File: config.mk
export PLATFORM = sky130hd
export DESIGN_NAME = fpr_mul_arb
export DESIGN_NICKNAME = d
export VERILOG_FILES = /design/src/rtl/fpr_arb_pkg.sv /design/src/rtl/fpr_arb_track.sv /design/src/rtl/fpr_mul_arb.sv
export SDC_FILE = /design/constraint.sdc
export NUM_CORES = 1
export LEC_CHECK = 0
export ABC_AREA = 1
export BUFFER_PORTS_ARGS = -buffer_cell sky130_fd_sc_hd__buf_2
export CELL_PAD_IN_SITES_DETAIL_PLACEMENT = 1
export CELL_PAD_IN_SITES_GLOBAL_PLACEMENT = 1
export CORE_ASPECT_RATIO = 1.75
export CORE_MARGIN = 2
export CORE_UTILIZATION = 28
export CTS_CLUSTER_SIZE = 25
export DETAILED_ROUTE_END_ITERATION = 12
export PLACE_DENSITY_LB_ADDON = 0.1
export SETUP_SLACK_MARGIN = 0.05
export SYNTH_ARGS = -nofsm -noshare
export SYNTH_HDL_FRONTEND = slang
export SYNTH_HIERARCHICAL = 1
export SYNTH_SLANG_ARGS = --single-unit
File: constraint.sdc
create_clock -name clk -period 1.8 [get_ports clk]
set_input_delay 0.27 -clock clk [delete_from_list [all_inputs] [get_ports clk]]
set_output_delay 0.27 -clock clk [all_outputs]
set_load 0.02 [all_outputs]
File: src/rtl/fpr_arb_pkg.sv
// Shared types and default constants for the fpr_cal multiplier arbiter.
//   owner_e   : which requester owns an in-flight multiply (A or B)
//   track_t   : one tracking stage {valid, owner, tag} at the default tag width
//   FPR_MUL_LAT / FPR_TAG_W : default multiplier latency and tag width
package fpr_arb_pkg;

    localparam int FPR_MUL_LAT = 7;
    localparam int FPR_TAG_W   = 4;

    typedef enum logic {
        OWN_A = 1'b0,
        OWN_B = 1'b1
    } owner_e;

    typedef struct packed {
        logic                 valid;
        owner_e               owner;
        logic [FPR_TAG_W-1:0] tag;
    } track_t;

endpackage

File: src/rtl/fpr_arb_track.sv
// Latency-matched tracking delay line for multiplier issues.
// Stage 0 captures {valid, owner, tag} on every edge; the last stage
// (DEPTH-1) lines up with the product appearing on fpr_cal's output.
// Ports:
//   clk, rst            : clock, asynchronous active-high clear
//   in_valid/owner/tag  : issue information for the current edge
//   out_valid/owner/tag : final stage contents
//   any_valid           : OR of every stage valid (something in flight)
// DEPTH must be at least 2.
module fpr_arb_track
    import fpr_arb_pkg::*;
#(
    parameter int DEPTH = FPR_MUL_LAT,
    parameter int TAG_W = FPR_TAG_W
) (
    input  logic             clk,
    input  logic             rst,
    input  logic             in_valid,
    input  owner_e           in_owner,
    input  logic [TAG_W-1:0] in_tag,
    output logic             out_valid,
    output owner_e           out_owner,
    output logic [TAG_W-1:0] out_tag,
    output logic             any_valid
);

    logic [DEPTH-1:0] valid_r;
    owner_e           owner_r [DEPTH];
    logic [TAG_W-1:0] tag_r   [DEPTH];

    // Shift the issue record one stage per clock; reset discards everything in flight.
    always_ff @(posedge clk or posedge rst) begin
        if (rst) begin
            valid_r <= {DEPTH{1'b0}};
            for (int i = 0; i < DEPTH; i++) begin
                owner_r[i] <= OWN_A;
                tag_r[i]   <= {TAG_W{1'b0}};
            end
        end else begin
            valid_r    <= {valid_r[DEPTH-2:0], in_valid};
            owner_r[0] <= in_owner;
            tag_r[0]   <= in_tag;
            for (int i = 1; i < DEPTH; i++) begin
                owner_r[i] <= owner_r[i-1];
                tag_r[i]   <= tag_r[i-1];
            end
        end
    end

    assign out_valid = valid_r[DEPTH-1];
    assign out_owner = owner_r[DEPTH-1];
    assign out_tag   = tag_r[DEPTH-1];
    assign any_valid = |valid_r;

endmodule

File: src/rtl/fpr_mul_arb.sv
// Two-requester arbiter and result router for the shared fpr_cal multiplier.
// Grants at most one issue per cycle through choose_a/choose_b, tracks the
// owner and tag of each issue for MUL_LAT cycles, and returns the product to
// its owner with a one-cycle valid pulse.
// Build option: FPR_MUL_ARB_FIXPRI_EN selects fixed priority (A always wins
// contention); left undefined, contention is resolved round-robin.
// Ports:
//   clk, rst                   : clock, asynchronous active-high reset
//   a_valid/a_ready/a_tag      : requester A handshake and tag
//   b_valid/b_ready/b_tag      : requester B handshake and tag
//   choose_a, choose_b         : operand selects to fpr_cal
//   mul_out                    : product from fpr_cal
//   res_data                   : product returned to both requesters
//   a_res_valid/a_res_tag      : result pulse and tag for A
//   b_res_valid/b_res_tag      : result pulse and tag for B
//   busy                       : at least one issue in flight
module fpr_mul_arb
    import fpr_arb_pkg::*;
#(
    parameter int MUL_LAT = FPR_MUL_LAT,
    parameter int TAG_W   = FPR_TAG_W
) (
    input  logic             clk,
    input  logic             rst,
    input  logic             a_valid,
    output logic             a_ready,
    input  logic [TAG_W-1:0] a_tag,
    input  logic             b_valid,
    output logic             b_ready,
    input  logic [TAG_W-1:0] b_tag,
    output logic             choose_a,
    output logic             choose_b,
    input  logic [63:0]      mul_out,
    output logic [63:0]      res_data,
    output logic             a_res_valid,
    output logic [TAG_W-1:0] a_res_tag,
    output logic             b_res_valid,
    output logic [TAG_W-1:0] b_res_tag,
    output logic             busy
);

    logic             grant_a_s;
    logic             grant_b_s;
    logic             issue_s;
    owner_e           win_owner_s;
    logic [TAG_W-1:0] win_tag_s;
    logic             out_valid_s;
    owner_e           out_owner_s;
    logic [TAG_W-1:0] out_tag_s;

`ifdef FPR_MUL_ARB_FIXPRI_EN
    // Fixed priority: A is always eligible, B only when A is not asking.
    always_comb begin
        grant_a_s = 1'b1;
        grant_b_s = ~a_valid;
    end
`else
    owner_e last_r;

    // Round-robin: under contention the side not granted most recently wins.
    always_comb begin
        grant_a_s = 1'b1;
        grant_b_s = 1'b1;
        if (a_valid && b_valid) begin
            grant_a_s = (last_r == OWN_B);
            grant_b_s = (last_r == OWN_A);
        end else begin
            grant_a_s = 1'b1;
            grant_b_s = 1'b1;
        end
    end

    // Remember the most recent winner; reset to B so A wins the first contention.
    always_ff @(posedge clk or posedge rst) begin
        if (rst) begin
            last_r <= OWN_B;
        end else if (issue_s) begin
            last_r <= win_owner_s;
        end else begin
            last_r <= last_r;
        end
    end
`endif

    // Selects are suppressed while reset is held so fpr_cal never loads operands then.
    always_comb begin
        choose_a    = a_valid & grant_a_s & ~rst;
        choose_b    = b_valid & grant_b_s & ~rst;
        a_ready     = choose_a;
        b_ready     = choose_b;
        issue_s     = choose_a | choose_b;
        win_owner_s = OWN_A;
        win_tag_s   = {TAG_W{1'b0}};
        if (choose_b) begin
            win_owner_s = OWN_B;
            win_tag_s   = b_tag;
        end else if (choose_a) begin
            win_owner_s = OWN_A;
            win_tag_s   = a_tag;
        end else begin
            win_owner_s = OWN_A;
            win_tag_s   = {TAG_W{1'b0}};
        end
    end

    fpr_arb_track #(
        .DEPTH (MUL_LAT),
        .TAG_W (TAG_W)
    ) u_track (
        .clk       (clk),
        .rst       (rst),
        .in_valid  (issue_s),
        .in_owner  (win_owner_s),
        .in_tag    (win_tag_s),
        .out_valid (out_valid_s),
        .out_owner (out_owner_s),
        .out_tag   (out_tag_s),
        .any_valid (busy)
    );

    // Route the final tracking stage to the owning requester.
    always_comb begin
        a_res_valid = out_valid_s & (out_owner_s == OWN_A);
        b_res_valid = out_valid_s & (out_owner_s == OWN_B);
        a_res_tag   = out_tag_s;
        b_res_tag   = out_tag_s;
        res_data    = mul_out;
    end

endmodule
==> results.tsv, run 1 <==
metric	value	unit
die_w	64.9	um
seq_area_frac_synth	59.3	%
gp_congestion	0.618	
grt_max_degree	43	
initialDrtViolationCount	16	
wl_per_cell	13.7	um
synth_edf_count	0	
drive_above_1_share	29.8	%
nFillCells	702	
skew	0.00682	ns
regToRegSetupSlack	0.84	ns
grt_use_total	8.09	%
antenna_found_initial	0	
htree_levels	2	
grt_setup_unrepaired	no	
dr_total_vias	847	
final_util	25.6	%
async_flop_share	100	%
path_clk_slew	0.07	ns
regArea	0.00108	mm2
ys_top_cells_by_area	dfrtp_1 58%, buf_4 31%, nand2_1 3.1%	
worstMarginPinSlew	0.514	ns
synth_area	0.00182	mm2
wirelength	2.75	mm
ys_ff_latch	43	
power_density	1140	mW/mm2
core	0.00623	mm2
setup_violations	0	
synth.most_common_cell	buf_4	
finalCriticalPeriod	1.55	ns
cap_violations	0	
ant_nets	0	
synth_top_flop_cell	dfrtp_1	
r2r_cells	4	
max_freq	645	MHz
clkLatencyLatePin	0.28	ns
die_area	0.00718	mm2
synth_area_leader_cell	dfrtp_1	
area_delta_synth_final	-12.3	%
die_h	111	um
drcViolationCount	0	
clockBufferDepth	2	
cts_tree	built	
crit_fanout	5	
slew_violations	0	
yosysWarnings	6	
arrival	1.28	ns
ir_worst_vdd	0.286	mV
pin_count	155	
start_util	29.2	%
vias_per_cell	4.21	
clkSinkCount	43	
synth_top_area_share	57.8	%
final-hold-violation-count	0	
tns	0	ns
post_cts_buffers	0	
p_leak	0.870	nW
ctsHoldBuffers	0	
rows	38	
cts_root_buf	clkbuf_8	
io_buffers	26	
grt_pass1_wl	4.26	mm
num_antenna_cells	0	
grt_overflow	0	
final_nets	196	
first_global_vias	858	
avgSynthCellArea	11.3	um2
multi_input_area	131	um2
yosys-top-cells-count	74 x buf_4, 42 x dfrtp_1, 15 x nand2_1	
post-route-period-util	86.1	%
critPathKind	reg -> out	
relSlewSlack	65.8	%
first_pass_iters	3	
crit_path_end_kind	primary output	
synth.net_count	237	
post_cts_resized	0	
required	1.53	ns
syn_inst	161	
synth_cell_types	11	
cts_buffers	5	
status	completed	
min_path_type	in -> async	
cp-start-kind	flop	
-- flip-flops by register name, indices dropped and copies added (netlist names) --
name,cells
u_track/valid_r,7
u_track/out_tag,4
last_r,1
u_track/out_owner,1
u_track/owner_r,6
u_track/tag_r,24
-- power breakdown --
part,internal (mW),switching (mW)
combinational,0.0373,0.0843
sequential,1.04,0.0223
clock,0.350,0.294
-- metal layers --
metal	up-vias	track usage [%]	share of wire (%)
met5	-	7.03	1.4
met4	2	4.26	1.5
met3	6	10.5	22
met2	107	9.00	43
met1	404	7.55	32
li1	328	-	-
-- critical path, stage by stage, from the launching register on --
cell     delay [ns]
dfstp_2        0.54
nand2_1        0.11
nand3_1        0.12
inv_1          0.07
buf_2          0.16
-- kinds of logic (layout without fill, tap and decap cells) --
family,count (synthesis),count (layout),share of synthesized area [%]
simple gates,29,29,6.95
buf+inv,88,48,33.5
flops,43,43,59.3
compound gates,1,1,0.275
-- layout by cell type, fill, tap and decap left out --
master,Yosys,layout
dfrtp_1,42,42
buf_2,1,26
nand2_1,15,15
inv_1,12,12
clkbuf_8,0,7
nand3_1,6,6
nor2_1,4,4
nand4_1,4,4
inv_2,1,1
a21oi_1,1,1
clkbuf_1,0,1
dfstp_2,1,1
buf_4,74,1
-- area by class of cell --
cell class              instances  share of cell area, %
clock buffers                   8                   6.27
inverters                      13                   3.06
multi-input cells              30                   8.24
flip-flops and latches         43                   67.5
well taps                      80                   6.27
repair buffers                 27                   8.63
-- path summary, 6_finish.rpt --
path                                    from            endpoint
min in group clk                    a_tag[3]   u_track/tag_r[27]
max reg2reg                           last_r   u_track/tag_r[25]
max                                   last_r             b_ready
min reg2reg                u_track/tag_r[16]   u_track/tag_r[12]
max in group asynchronous                rst  u_track/valid_r[2]
min                                      rst              last_r
-- through the flow --
step	worst slack, ns	hold slack, ns	cell area (um2)	std cells	power (mW)
final	0.250	0.0646	1600	201	1.82
after global routing	0.129	0.0501	1600	201	1.94
after CTS	0.215	0.0489	1600	201	1.87
after detailed placement	0.540	0.336	1500	193	1.21
after global placement	0.571	0.332	1500	193	1.20
after floorplan	0.358	0.209	1820	161	1.38
(Power assumes the default switching activity.)
==> run 2, diff against run 1 <==
CELL_PAD_IN_SITES_DETAIL_PLACEMENT = 0   (was 1)
==> run 2 against run 1 <==
Effect of this change: via count is 3.8% lower; clock skew is 0.0023 ns lower; routed wire length is 3.9% lower; design area is 1.1% higher; hold slack worse by 0.0015 ns; combinational power hardly changed; sequential share of layout area is 0.73 points lower; clock-buffer cell count is 2 lower; worst setup slack worse by 0.0030 ns; global-route usage hardly changed; maximum frequency is 0.19% lower; total power is 6.1% higher; critical endpoint is now choose_b; largest power group unchanged.
==> results.tsv, run 2 (synthesis gave the netlist of run 1 again) <==
metric	value	unit	change
stdcell_area	0.00161	mm2	+1.1%
wl_met1	860	um	-2.2%
htree_levels	2		unchanged
skew	0.00453	ns	-0.00229 ns
dr_total_vias	815		-3.8%
routed.top_layer	met5		
relSlewSlack	65.3	%	-0.41 points
dr_wl_met2	1.10	mm	-6.7%
mostFrequentLayoutCell	dfrtp_1		
finalCriticalPeriod	1.55	ns	+0.00302 ns
initialDrtViolationCount	19		+3
final-hold-violation-count	0		unchanged
num_antenna_cells	0		unchanged
cts_root_buf	clkbuf_8		
switchingPower	0.414	mW	+3.2%
start_util	29.2	%	unchanged
tns	0	ns	unchanged
ctsHoldBuffers	0		unchanged
worstMarginPinSlew	0.520	ns	+0.00617 ns
regArea	0.00108	mm2	unchanged
r2r_cells	4		unchanged
power_frac_seq	54.6	%	-3.4 points
path_clk_slew	0.07	ns	about the same
vias_per_cell	4.05		-3.8%
critPathKind	reg -> out		
regToRegSetupSlack	0.84	ns	about the same
antenna_found_initial	0		unchanged
p_clk_share	39.1	%	+3.8 points
multi_input_area	131	um2	unchanged
ant_nets	0		unchanged
grt_use_total	8.13	%	+0.032 points
cts_buffers	5		unchanged
clkSinkCount	43		unchanged
ir_worst_vdd	0.313	mV	+9.5%
final_nets	196		unchanged
final_cell_mix	42 x dfrtp_1, 26 x buf_2, 15 x nand2_1		
status	completed		
cts_tree	built		
wirelength	2.64	mm	-3.9%
p_comb_share	6.2	%	-0.5 points
post_cts_resized	0		unchanged
reg_top3	u_track/tag_r: 24 flops, u_track/valid_r: 7 flops, u_track/owner_r: 6 flops		
first_pass_iters	2		-1
place_area	0.00150	mm2	unchanged
max_freq	644	MHz	-0.19%
first_global_vias	856		-0.23%
die_area	0.00718	mm2	unchanged
post_cts_buffers	0		unchanged
area_delta_synth_final	-11.3	%	
clkLatencyLatePin	0.29	ns	about the same
cap_violations	0		unchanged
pin_count	155		unchanged
cp-start-kind	flop		
top_register	u_track/tag_r		
die_w	64.9	um	unchanged
slew_violations	0		unchanged
r2r-start	last_r		
crit_path_end_kind	primary output		
nFillCells	667		-5.0%
io_buffers	26		unchanged
drive_above_1_share	30.6	%	+0.83 points
drcViolationCount	0		unchanged
r2r-end	u_track/tag_r[25]		
total_power	1.93	mW	+6.1%
clockBufferDepth	2		unchanged
layoutNonFillerInstCount	201		unchanged
largest_reg_flops	24		unchanged
intPower	1.52	mW	+6.9%
rows	38		unchanged
grt_pass1_wl	4.33	mm	+1.5%
required	1.53	ns	about the same
grt_max_degree	43		unchanged
arrival	1.28	ns	about the same
sw_frac_of_total	21.4	%	-0.61 points
die_h	111	um	unchanged
grt_overflow	0		unchanged
setup_violations	0		unchanged
dpl.cell_count	193		unchanged
power_density	1200	mW/mm2	+4.9%
min_path_type	in -> async		
dp_hpwl	1.91	mm	
p_leak	0.880	nW	+1.1%
grt_setup_unrepaired	no		
post-route-period-util	86.3	%	+0.17 points
gp_congestion	0.618		unchanged
wl_per_cell	13.1	um	-3.9%
crit_fanout	5		unchanged
wl_met3	598	um	-2.6%
core	0.00623	mm2	unchanged
==> run 2: cell count changes in the layout (fill, tap and decap cells not counted) <==
cell / previous run / this run
bufinv_16: 0 / 1
clkbuf_1: 1 / 0
clkbuf_8: 7 / 6
clkinv_2: 0 / 1
==> run 2: worst max path at each step <==
stage	slack (ns)	endpoint	cells past startpoint	from
global placement	0.57	b_ready	4	last_r
detailed placement	0.55	choose_b	4	last_r
finish	0.25	choose_b	4	last_r
global route	0.16	choose_b	4	last_r
floorplan	0.36	choose_a	3	last_r
CTS	0.22	choose_b	4	last_r
==> run 2: layer usage <==
layer / vias to the layer above / GRT usage [%]
met5: - / 7.03
met4: 2 / 3.40
met3: 7 / 10.4
met2: 104 / 9.55
met1: 374 / 7.58
li1: 328 / -
==> run 2: through the flow <==
stage / setup slack, ns / util [%] / hold slack, ns
3_5_place_dp: 0.553 / 24.0 / 0.335
2_1_floorplan: 0.358 / - / 0.209
6_report: 0.247 / 25.9 / 0.0630
3_3_place_gp: 0.571 / 24.0 / 0.332
5_1_grt: 0.159 / 25.9 / 0.0520
4_1_cts: 0.224 / 25.9 / 0.0478
==> run 2: power groups by stage <==
stage	Sequential, mW	Combinational (mW)	Clock [mW]
floorplan	1.07	0.309	0
global placement	1.07	0.124	0
detailed placement	1.08	0.125	0
CTS	1.06	0.125	0.795
global route	1.07	0.138	0.842
finish	1.06	0.121	0.757
==> run 2: layout make-up <==
class | count | area share, %
flip-flops and latches | 43 | 66.8
repair buffers | 27 | 8.53
multi-input cells | 30 | 8.15
well taps | 80 | 6.21
clock buffers | 6 | 5.12
inverters | 13 | 3.03
clock inverters | 2 | 2.17
==> run 2: critical path, stage by stage, from the launching register on <==
cell     delay, ns
dfstp_2       0.54
nand2_1       0.12
nand3_1       0.12
inv_1         0.06
buf_2         0.15
==> run 3, diff against run 2 <==
SYNTH_HIERARCHICAL = unset   (was 1)
==> run 3 against run 2 <==
Effect of this change: critical path depth did not move; hold slack got worse by 0.052 ns; die area decreased by 1.6%; largest cell class unchanged; highest routed layer is now met4.
==> results.tsv, run 3 <==
metric	value	unit	change
final_cell_mix	42 x dfrtp_1, 26 x buf_2, 11 x nand2_1		
r2r_cells	3		-1
max_freq	628	MHz	-2.4%
crit_fanout	5		unchanged
synth_area	0.00179	mm2	-1.7%
dp_hpwl	1.51	mm	-21%
gp_congestion	0.641		+3.8%
clkLatencyLatePin	0.29	ns	about the same
regToRegSetupSlack	0.82	ns	-0.02 ns
worstPathCellList	nand2_1 > nand3_1 > inv_1 > buf_2		
dpl.cell_count	184		-4.7%
ctsHoldBuffers	1		+1
seq_area_frac_synth	60.3	%	+1.0 points
synth_cell_types	11		unchanged
drcViolationCount	0		unchanged
met3_usage	5.73	%	-4.7 points
grt_pass1_wl	3.65	mm	-16%
synth_edf_count	0		unchanged
first_global_vias	801		-6.4%
finalCriticalPeriod	1.59	ns	+0.0386 ns
grtUsageMet1	5.88	%	-1.7 points
die_w	64.4	um	-0.81%
core	0.00618	mm2	-0.76%
path_clk_slew	0.08	ns	about the same
antenna_found_initial	0		unchanged
worstMarginPinSlew	0.600	ns	+0.0801 ns
skew	0.00474	ns	+0.000207 ns
synth_area_leader_cell	dfrtp_1		
die_area	0.00706	mm2	-1.6%
final-hold-violation-count	0		unchanged
mostFrequentLayoutCell	dfrtp_1		
area_delta_synth_final	-12.2	%	
async_flop_share	100	%	unchanged
cts_root_buf	clkbuf_8		
synth_top_area_share	58.8	%	+1.0 points
slew_violations	0		unchanged
grt_use_total	6.90	%	-1.2 points
syn_inst	152		-5.6%
layoutNonFillerInstCount	193		-4.0%
avgSynthCellArea	11.8	um2	+4.1%
grt_overflow	0		unchanged
top_usage_layer	met2		
cp-start-kind	flop		
ys_top_cells_by_area	dfrtp_1 59%, buf_4 31%, nand2_1 2.3%		
start_util	28.9	%	-0.28 points
ir_worst_vdd	0.317	mV	+1.1%
clockBufferDepth	2		unchanged
cts_buffers	5		unchanged
synth.most_common_cell	buf_4		
drive_above_1_share	32.7	%	+2.2 points
top_register	u_track.tag_r		
relSlewSlack	59.9	%	-5.5 points
synth.net_count	228		-3.8%
clkSinkCount	43		unchanged
synth_top_flop_cell	dfrtp_1		
grt_use_met2	10.3	%	+0.71 points
cap_violations	0		unchanged
post-route-period-util	88.4	%	+2.1 points
htree_levels	2		unchanged
crit_path_end_kind	primary output		
p_leak	0.824	nW	-6.3%
total_power	1.78	mW	-7.9%
tns	0	ns	unchanged
crit_slowest_cell	dfstp_2		
grt_setup_unrepaired	no		
ant_nets	0		unchanged
required	1.53	ns	about the same
largest_reg_flops	24		unchanged
first_pass_iters	3		+1
die_h	110	um	-0.83%
ys_ff_latch	43		unchanged
setup_violations	0		unchanged
critPathKind	reg -> out		
crit_path_start	last_r		
wirelength	2.16	mm	-18%
status	completed		
post_cts_resized	0		unchanged
grt_max_degree	33		-23%
reg_top3	u_track.tag_r: 24 flops, u_track.valid_r: 7 flops, u_track.owner_r: 6 flops		
io_buffers	26		unchanged
post_cts_buffers	0		unchanged
yosysWarnings	0		-6
wl_per_cell	11.2	um	-15%
rows	38		unchanged
multi_input_area	126	um2	-3.8%
initialDrtViolationCount	9		-10
yosys-top-cells-count	74 x buf_4, 42 x dfrtp_1, 11 x nand2_1		
arrival	1.32	ns	+0.04 ns
num_antenna_cells	0		unchanged
r2r-start	last_r		
vias_per_cell	3.94		-2.9%
min_path_type	in -> async		
r2r-end	u_track.owner_r[6]		
critPathMaxStageDelay	0.55	ns	about the same
dr_total_vias	760		-6.7%
pin_count	155		unchanged
final_nets	188		-4.1%
nFillCells	681		+2.1%
power_density	1140	mW/mm2	-5.3%
regArea	0.00108	mm2	unchanged
cts_tree	built		
[run 3: through the flow]
stage	worst slack, ns	cell area [um2]	utilization (%)	hold WS [ns]
6_report	0.208	1570	25.4	0.0112
5_1_grt	0.118	1570	25.4	0.00556
4_1_cts	0.166	1570	25.4	0.00287
3_5_place_dp	0.469	1470	23.7	0.225
3_3_place_gp	0.480	1470	23.7	0.222
2_1_floorplan	0.136	1790	-	0.178
[run 3: per-layer routing]
metal / wire length, um / up-vias
met5: 0 / -
met4: 76 / 0
met3: 317 / 14
met2: 1010 / 64
met1: 755 / 368
li1: - / 314
[run 3: worst max path at each step]
stage | cells after the start | to
after global placement | 5 | choose_a
after global routing | 4 | choose_b
final | 4 | choose_b
after CTS | 4 | choose_b
after floorplan | 4 | choose_a
after detailed placement | 5 | choose_a
[run 3: critical path, delay by kind of cell, from the launching register on]
kind | cells | cell delay, ns
DFF | 1 | 0.55
buffers and inverters | 2 | 0.23
and+or+nand+nor | 2 | 0.26
[run 3: cell families after synthesis]
| family | after synthesis | share of synthesized area, % |
|---|---|---|
| buffers and inverters | 81 | 32.6 |
| DFF | 43 | 60.3 |
| and+or+nand+nor | 27 | 6.79 |
| AOI/OAI and AO/OA | 1 | 0.280 |
[run 3: layout make-up]
class / count / share of cell area, %
Sequential cell: 43 / 68.7
Clock inverter: 3 / 1.52
Timing Repair Buffer: 28 / 9.41
Inverter: 6 / 1.59
Clock buffer: 5 / 4.39
Tap cell: 80 / 6.38
Multi-Input combinational cell: 28 / 8.05
[run 3: power by group]
group          switching (mW)  total, mW  internal (mW)
Combinational          0.0816      0.119         0.0371
Sequential             0.0214       1.06           1.04
Clock                   0.330      0.607          0.277
Total                   0.433       1.78           1.35
